## config.mk

```make
export PLATFORM = sky130hd
export DESIGN_NAME = tone_scheduler
export DESIGN_NICKNAME = d
export VERILOG_FILES = /design/src/rtl/tone_scheduler_pkg.sv /design/src/rtl/tone_fifo.sv /design/src/rtl/tone_scheduler.sv
export SDC_FILE = /design/constraint.sdc
export NUM_CORES = 1
export LEC_CHECK = 0
export CAP_MARGIN = 30
export CELL_PAD_IN_SITES_DETAIL_PLACEMENT = 1
export CELL_PAD_IN_SITES_GLOBAL_PLACEMENT = 2
export CORE_MARGIN = 2
export CORE_UTILIZATION = 45
export CTS_BUF_LIST = sky130_fd_sc_hd__clkbuf_2 sky130_fd_sc_hd__clkbuf_4 sky130_fd_sc_hd__clkbuf_8
export CTS_CLUSTER_SIZE = 12
export DETAILED_ROUTE_END_ITERATION = 10
export PLACE_DENSITY = 0.85
export REMOVE_ABC_BUFFERS = 1
export SYNTH_ARGS = -nofsm -noshare
export SYNTH_HDL_FRONTEND = slang
export SYNTH_HIERARCHICAL = 1
export SYNTH_SLANG_ARGS = --single-unit
```

## constraint.sdc

```tcl
create_clock -name clock -period 6.2 [get_ports clock]
set_clock_uncertainty 0.2 [all_clocks]
set_input_delay 1.86 -clock clock [delete_from_list [all_inputs] [get_ports clock]]
set_output_delay 1.86 -clock clock [all_outputs]
set_load 0.005 [all_outputs]
```

## src/rtl/tone_scheduler_pkg.sv

```systemverilog
// Shared definitions for the tone scheduler: tone codes, FSM encoding and
// the default sizing parameters.
package tone_scheduler_pkg;

  // Default request FIFO depth (power of two, at least 2).
  localparam int DEFAULT_DEPTH = 4;
  // Default width of the duration / gap counters.
  localparam int DEFAULT_CNT_W = 6;
  // Width of a tone code.
  localparam int SOUND_W = 3;

  // Tone codes understood by the speaker tone generator. Codes 6 and 7
  // are legal requests but produce a silent slot.
  typedef enum logic [SOUND_W-1:0] {
    RED    = 3'd0,
    GREEN  = 3'd1,
    YELLOW = 3'd2,
    BLUE   = 3'd3,
    S_WIN  = 3'd4,
    S_LOSS = 3'd5
  } tone_code_e;

  // Scheduler FSM states.
  typedef enum logic [1:0] {
    ST_IDLE = 2'd0,
    ST_TONE = 2'd1,
    ST_GAP  = 2'd2
  } state_e;

  // A code drives the speaker only if it names a real tone.
  function automatic logic is_audible(input logic [SOUND_W-1:0] code);
    return code <= SOUND_W'(S_LOSS);
  endfunction

endpackage

```

## src/rtl/tone_fifo.sv

```systemverilog
// Request FIFO for the tone scheduler. Show-ahead: the head entry is
// visible on rd_data while the FIFO is non-empty, so the FSM can load it
// in the same cycle it pops. Flush clears pointers and count and wins over
// any simultaneous push or pop.
module tone_fifo #(
  parameter int DEPTH = 4,
  parameter int WIDTH = 15
) (
  input  logic             clock,
  input  logic             reset,
  input  logic             flush,
  input  logic             push,
  input  logic             pop,
  input  logic [WIDTH-1:0] wr_data,
  output logic [WIDTH-1:0] rd_data,
  output logic             full,
  output logic             empty
);

  localparam int AW = $clog2(DEPTH);
  localparam int CW = AW + 1;

  logic [WIDTH-1:0] mem_q [DEPTH];
  logic [AW-1:0]    wr_ptr_q, wr_ptr_d;
  logic [AW-1:0]    rd_ptr_q, rd_ptr_d;
  logic [CW-1:0]    count_q, count_d;
  logic             push_ok;
  logic             pop_ok;

  assign full    = (count_q == CW'(DEPTH));
  assign empty   = (count_q == '0);
  assign push_ok = push & ~full & ~flush;
  assign pop_ok  = pop & ~empty & ~flush;
  assign rd_data = mem_q[rd_ptr_q];

  // Storage array: written on an accepted push, never reset.
  always_ff @(posedge clock) begin
    if (push_ok) begin
      mem_q[wr_ptr_q] <= wr_data;
    end
  end

  // Pointer and occupancy next-state; pointers wrap naturally modulo DEPTH.
  always_comb begin
    wr_ptr_d = wr_ptr_q;
    rd_ptr_d = rd_ptr_q;
    count_d  = count_q;
    if (flush) begin
      wr_ptr_d = '0;
      rd_ptr_d = '0;
      count_d  = '0;
    end else begin
      if (push_ok) begin
        wr_ptr_d = wr_ptr_q + AW'(1);
      end
      if (pop_ok) begin
        rd_ptr_d = rd_ptr_q + AW'(1);
      end
      case ({push_ok, pop_ok})
        2'b10:   count_d = count_q + CW'(1);
        2'b01:   count_d = count_q - CW'(1);
        default: count_d = count_q;
      endcase
    end
  end

  // Pointer and occupancy registers.
  always_ff @(posedge clock or posedge reset) begin
    if (reset) begin
      wr_ptr_q <= '0;
      rd_ptr_q <= '0;
      count_q  <= '0;
    end else begin
      wr_ptr_q <= wr_ptr_d;
      rd_ptr_q <= rd_ptr_d;
      count_q  <= count_d;
    end
  end

endmodule

```

## src/rtl/tone_scheduler.sv

```systemverilog
// Tone scheduler: queues {sound, dur, gap} requests and plays them one
// after another, driving play/sound for the speaker tone generator. Each
// request gives dur+1 tone cycles followed by gap+1 silent cycles, with a
// one-cycle done pulse registered at the end of the gap.
module tone_scheduler #(
  parameter int DEPTH = tone_scheduler_pkg::DEFAULT_DEPTH,
  parameter int CNT_W = tone_scheduler_pkg::DEFAULT_CNT_W
) (
  input  logic             clock,
  input  logic             reset,
  input  logic             req_valid,
  output logic             req_ready,
  input  logic [2:0]       req_sound,
  input  logic [CNT_W-1:0] req_dur,
  input  logic [CNT_W-1:0] req_gap,
  input  logic             flush,
  output logic             play,
  output logic [2:0]       sound,
  output logic             busy,
  output logic             done
);

  import tone_scheduler_pkg::*;

  localparam int ENTRY_W = SOUND_W + 2 * CNT_W;

  state_e             state_q, state_d;
  logic [CNT_W-1:0]   cnt_q, cnt_d;
  logic [CNT_W-1:0]   gap_q, gap_d;
  logic               play_q, play_d;
  logic [SOUND_W-1:0] sound_q, sound_d;
  logic               done_q, done_d;

  logic               fifo_push;
  logic               fifo_pop;
  logic               fifo_full;
  logic               fifo_empty;
  logic [ENTRY_W-1:0] fifo_wr_data;
  logic [ENTRY_W-1:0] fifo_rd_data;
  logic [SOUND_W-1:0] head_sound;
  logic [CNT_W-1:0]   head_dur;
  logic [CNT_W-1:0]   head_gap;
  logic               launch;

  // A pop in the same cycle never frees a slot for a push: readiness looks
  // only at the registered full flag.
  assign req_ready    = ~fifo_full & ~flush;
  assign fifo_push    = req_valid & req_ready;
  assign fifo_wr_data = {req_sound, req_dur, req_gap};
  assign {head_sound, head_dur, head_gap} = fifo_rd_data;

  tone_fifo #(
    .DEPTH (DEPTH),
    .WIDTH (ENTRY_W)
  ) u_fifo (
    .clock   (clock),
    .reset   (reset),
    .flush   (flush),
    .push    (fifo_push),
    .pop     (fifo_pop),
    .wr_data (fifo_wr_data),
    .rd_data (fifo_rd_data),
    .full    (fifo_full),
    .empty   (fifo_empty)
  );

  // FSM next-state: count down the tone, then the gap; launch the next
  // queued request from IDLE or straight out of a finished gap.
  always_comb begin
    state_d  = state_q;
    cnt_d    = cnt_q;
    gap_d    = gap_q;
    play_d   = play_q;
    sound_d  = sound_q;
    done_d   = 1'b0;
    fifo_pop = 1'b0;
    launch   = 1'b0;
    if (flush) begin
      state_d = ST_IDLE;
      cnt_d   = '0;
      play_d  = 1'b0;
    end else begin
      case (state_q)
        ST_IDLE: begin
          launch = ~fifo_empty;
        end
        ST_TONE: begin
          if (cnt_q == '0) begin
            play_d  = 1'b0;
            cnt_d   = gap_q;
            state_d = ST_GAP;
          end else begin
            cnt_d = cnt_q - CNT_W'(1);
          end
        end
        ST_GAP: begin
          if (cnt_q == '0) begin
            done_d  = 1'b1;
            state_d = ST_IDLE;
            launch  = ~fifo_empty;
          end else begin
            cnt_d = cnt_q - CNT_W'(1);
          end
        end
        default: begin
          state_d = ST_IDLE;
          cnt_d   = '0;
          play_d  = 1'b0;
        end
      endcase
      // Start the head request: silent codes keep play low but still
      // show their code on sound and use normal timing.
      if (launch) begin
        fifo_pop = 1'b1;
        cnt_d    = head_dur;
        gap_d    = head_gap;
        sound_d  = head_sound;
        play_d   = is_audible(head_sound);
        state_d  = ST_TONE;
      end
    end
  end

  // FSM, counter and output registers; reset clears everything at once.
  always_ff @(posedge clock or posedge reset) begin
    if (reset) begin
      state_q <= ST_IDLE;
      cnt_q   <= '0;
      gap_q   <= '0;
      play_q  <= 1'b0;
      sound_q <= '0;
      done_q  <= 1'b0;
    end else begin
      state_q <= state_d;
      cnt_q   <= cnt_d;
      gap_q   <= gap_d;
      play_q  <= play_d;
      sound_q <= sound_d;
      done_q  <= done_d;
    end
  end

  assign play  = play_q;
  assign sound = sound_q;
  assign done  = done_q;
  assign busy  = (state_q != ST_IDLE) | ~fifo_empty;

endmodule
```

==> flow_metrics.env <==
export IMPL_wl_mm=7.90
export IMPL_drtIter0Drc=81
export IMPL_crit_fanout=2
export IMPL_antennaDiodeCount=0
export IMPL_worstSkewPairLatency_ps=350
export IMPL_dieArea_um2=9660
export IMPL_netlist_area_um2=4000
export IMPL_syn_area_per_cell_um2=15.0
export IMPL_slew_viol_final=0
export IMPL_fin_crit_sh_pct=81.0
export IMPL_ios=26
export IMPL_drcViolationCount=0
export IMPL_relSlewSlack_pct=41.2
export IMPL_timing_final_hold_violations=0
export IMPL_leakagePower_nw=1.63
export IMPL_ys_ff_latch=86
export IMPL_rsz0062_at_grt="false"
export IMPL_grt_max_degree=20
export IMPL_cts_sinks=86
export IMPL_worstPathArrival_ps=2960
export IMPL_yosysSeqAreaShare_pct=61.3
export IMPL_synth_edf_count=60
export IMPL_post_dp_hpwl_mm=5.40
export IMPL_yosysMostFrequentCell="edfxtp_1"
export IMPL_critPathMaxStageDelay_ps=510
export IMPL_fmax_mhz=199
export IMPL_seqCellArea_um2=2450
export IMPL_setup_tns_ps=0
export IMPL_final_nets=319
export IMPL_cellPowerDensity_nw_per_um2=268
export IMPL_die_h_um=98.3
export IMPL_clkTransAtPathRegs_ps=90
export IMPL_gp_congestion=0.795
export IMPL_status="complete, no violations"
export IMPL_worstSetupPathType="primary input to output port"
export IMPL_die_w_um=98.3
export IMPL_cts_root_buf="clkbuf_8"
export IMPL_htree_levels=3
export IMPL_synth_cell_type_count=55
export IMPL_hold_class="flop to flop"
export IMPL_grt_pass1_wl_mm=13.1
export IMPL_drtAntennaViolNets=0
export IMPL_synth_common_cells="edfxtp_1 (60), dfrtp_1 (26), mux4_2 (15)"
export IMPL_first_global_vias=2448
export IMPL_yosysTopAreaCellShare_pct=45.0
export IMPL_critical_path_most_common_cell="clkdlybuf4s50_1"
export IMPL_core_area_um2=8680
export IMPL_initial_core_util_pct=46.1
export IMPL_multi_input_area_um2=1390
export IMPL_cp_end_kind="output port"
export IMPL_startpoint_type="primary input"
export IMPL_setup_viol=0
export IMPL_via_count=2283
export IMPL_num_rows=34
export IMPL_antenna_found_initial=0
export IMPL_cp_cell_sequence="clkdlybuf4s50_1 -> nor2_1 -> clkdlybuf4s50_1"
export IMPL_yosys_warnings=6
export IMPL_vias_per_cell=5.67
export IMPL_crit_slowest_cell="clkdlybuf4s50_1"
export IMPL_grt_ovfl_total=0
export IMPL_numCtsBuffers=9
export IMPL_critical_path_required_ps=4140
export IMPL_wl_per_cell_um=19.6
export IMPL_post_cts_buffers=0
export IMPL_cts_hold_fix_buffers=0
export IMPL_area_growth_pct=13.5
export IMPL_synthesis_instances=266
export IMPL_max_cap_viol_count=0
export IMPL_ir_drop_uv=160
export IMPL_fillers=862
export IMPL_cts_tree="yes"
export IMPL_drive_gt1_share_pct=16.6
export IMPL_cts_resized=0
export IMPL_worst_slew_pin_slew_ps=883
export IMPL_firstDrtPassIters=4
export IMPL_track_usage_pct=17.5
export IMPL_ys_async_sr_fraction_pct=30.2
export IMPL_period_minus_slack_ps=5020
export IMPL_clockBufferDepth=2
export IMPL_synth_area_top_cells="edfxtp_1 (45%), dfrtp_1 (16%), mux4_2 (8.4%)"
export IMPL_holdWs_ps=292
export IMPL_numPortBuffers=25
export IMPL_synthFlopType="edfxtp_1"
export IMPL_yosysTopAreaCell="edfxtp_1"
[layout make-up]
class / count / share of cell area [%]
sequential: 86 / 54.0
multi-input combinational: 149 / 30.7
timing repair buffer: 29 / 6.61
tap: 108 / 2.98
clock buffer: 9 / 2.73
clock inverter: 7 / 1.79
inverter: 15 / 1.24
[stage by stage]
stage	instance area, um^2	util, %	power (mW)	setup WS (ps)	cells
after floorplan	3900	-	0.753	2150	250
after global placement	4310	49.7	0.818	1170	386
after detailed placement	4340	50.0	0.825	1170	387
after CTS	4540	52.3	1.23	1170	403
after global routing	4540	52.3	1.27	1120	403
final	4540	52.3	1.22	1180	403
[per-layer routing]
metal / vias to the layer above / global-route usage, % / share of wire (%)
met1: 1174 / 24.5 / 46
met4: 0 / 4.43 / 0.92
met2: 34 / 28.6 / 50
li1: 1070 / - / -
met5: - / 0 / 0
met3: 5 / 3.01 / 3.1
[worst max-delay path: cells and delay by family]
family / cells / cell delay [ps]
buffers and inverters: 2 / 950
and+or+nand+nor: 1 / 140
[sequential cells by signal, summed over array words and instances (netlist names)]
register,count
play,1
gap_q,6
sound,3
u_fifo/rd_ptr_q,2
u_fifo/mem_q,60
cnt_q,6
u_fifo/wr_ptr_q,2
done,1
state_q,2
u_fifo/count_q,3
[final timing paths]
path	from	end	slack (ps)	cells after the start
worst max-delay path	flush	req_ready	1180	3
worst min register to register	gap_q[5]	gap_q[5]	290	1
min in group asynchronous	reset	u_fifo/count_q[1]	1570	2
worst min-delay path	gap_q[5]	gap_q[5]	290	1
max in group asynchronous	reset	gap_q[0]	3460	2
worst max register to register	cnt_q[0]	u_fifo/count_q[1]	2940	10
[power breakdown]
| group | total [mW] | internal, mW | switching [mW] |
|---|---|---|---|
| combinational | 0.134 | 0.0691 | 0.0645 |
| clock | 0.406 | 0.193 | 0.213 |
| sequential | 0.676 | 0.651 | 0.0248 |
[logic make-up (layout without fill, tap and decap cells)]
kind of cell | after synthesis | count (layout) | share of synthesized area [%]
flops | 86 | 86 | 61.3
simple gates | 59 | 59 | 9.01
xor+xnor | 3 | 3 | 0.657
fa+ha+maj | 10 | 10 | 3.31
compound gates | 45 | 45 | 8.72
buf+inv | 31 | 60 | 4.03
mux | 32 | 32 | 13.0
[cell usage in the layout (no fill, tap or decap), types with 3 or more instances in the layout]
cell | netlist | final
a21oi_1 | 8 | 8
and2_1 | 5 | 5
buf_4 | 2 | 3
clkbuf_8 | 0 | 9
clkdlybuf4s50_1 | 0 | 25
dfrtp_1 | 26 | 26
edfxtp_1 | 60 | 60
ha_1 | 9 | 9
inv_1 | 14 | 14
mux2_1 | 8 | 8
mux2i_1 | 8 | 8
mux4_2 | 15 | 15
nand2_1 | 10 | 10
nand2b_1 | 5 | 5
nand3_1 | 4 | 4
nor2_1 | 9 | 9
nor3_1 | 6 | 5
o211ai_1 | 4 | 4
o21ai_0 | 4 | 4
o22ai_1 | 5 | 5
o32ai_1 | 3 | 3
or3b_1 | 3 | 3
Note: power is estimated with default switching activity, not from simulation.
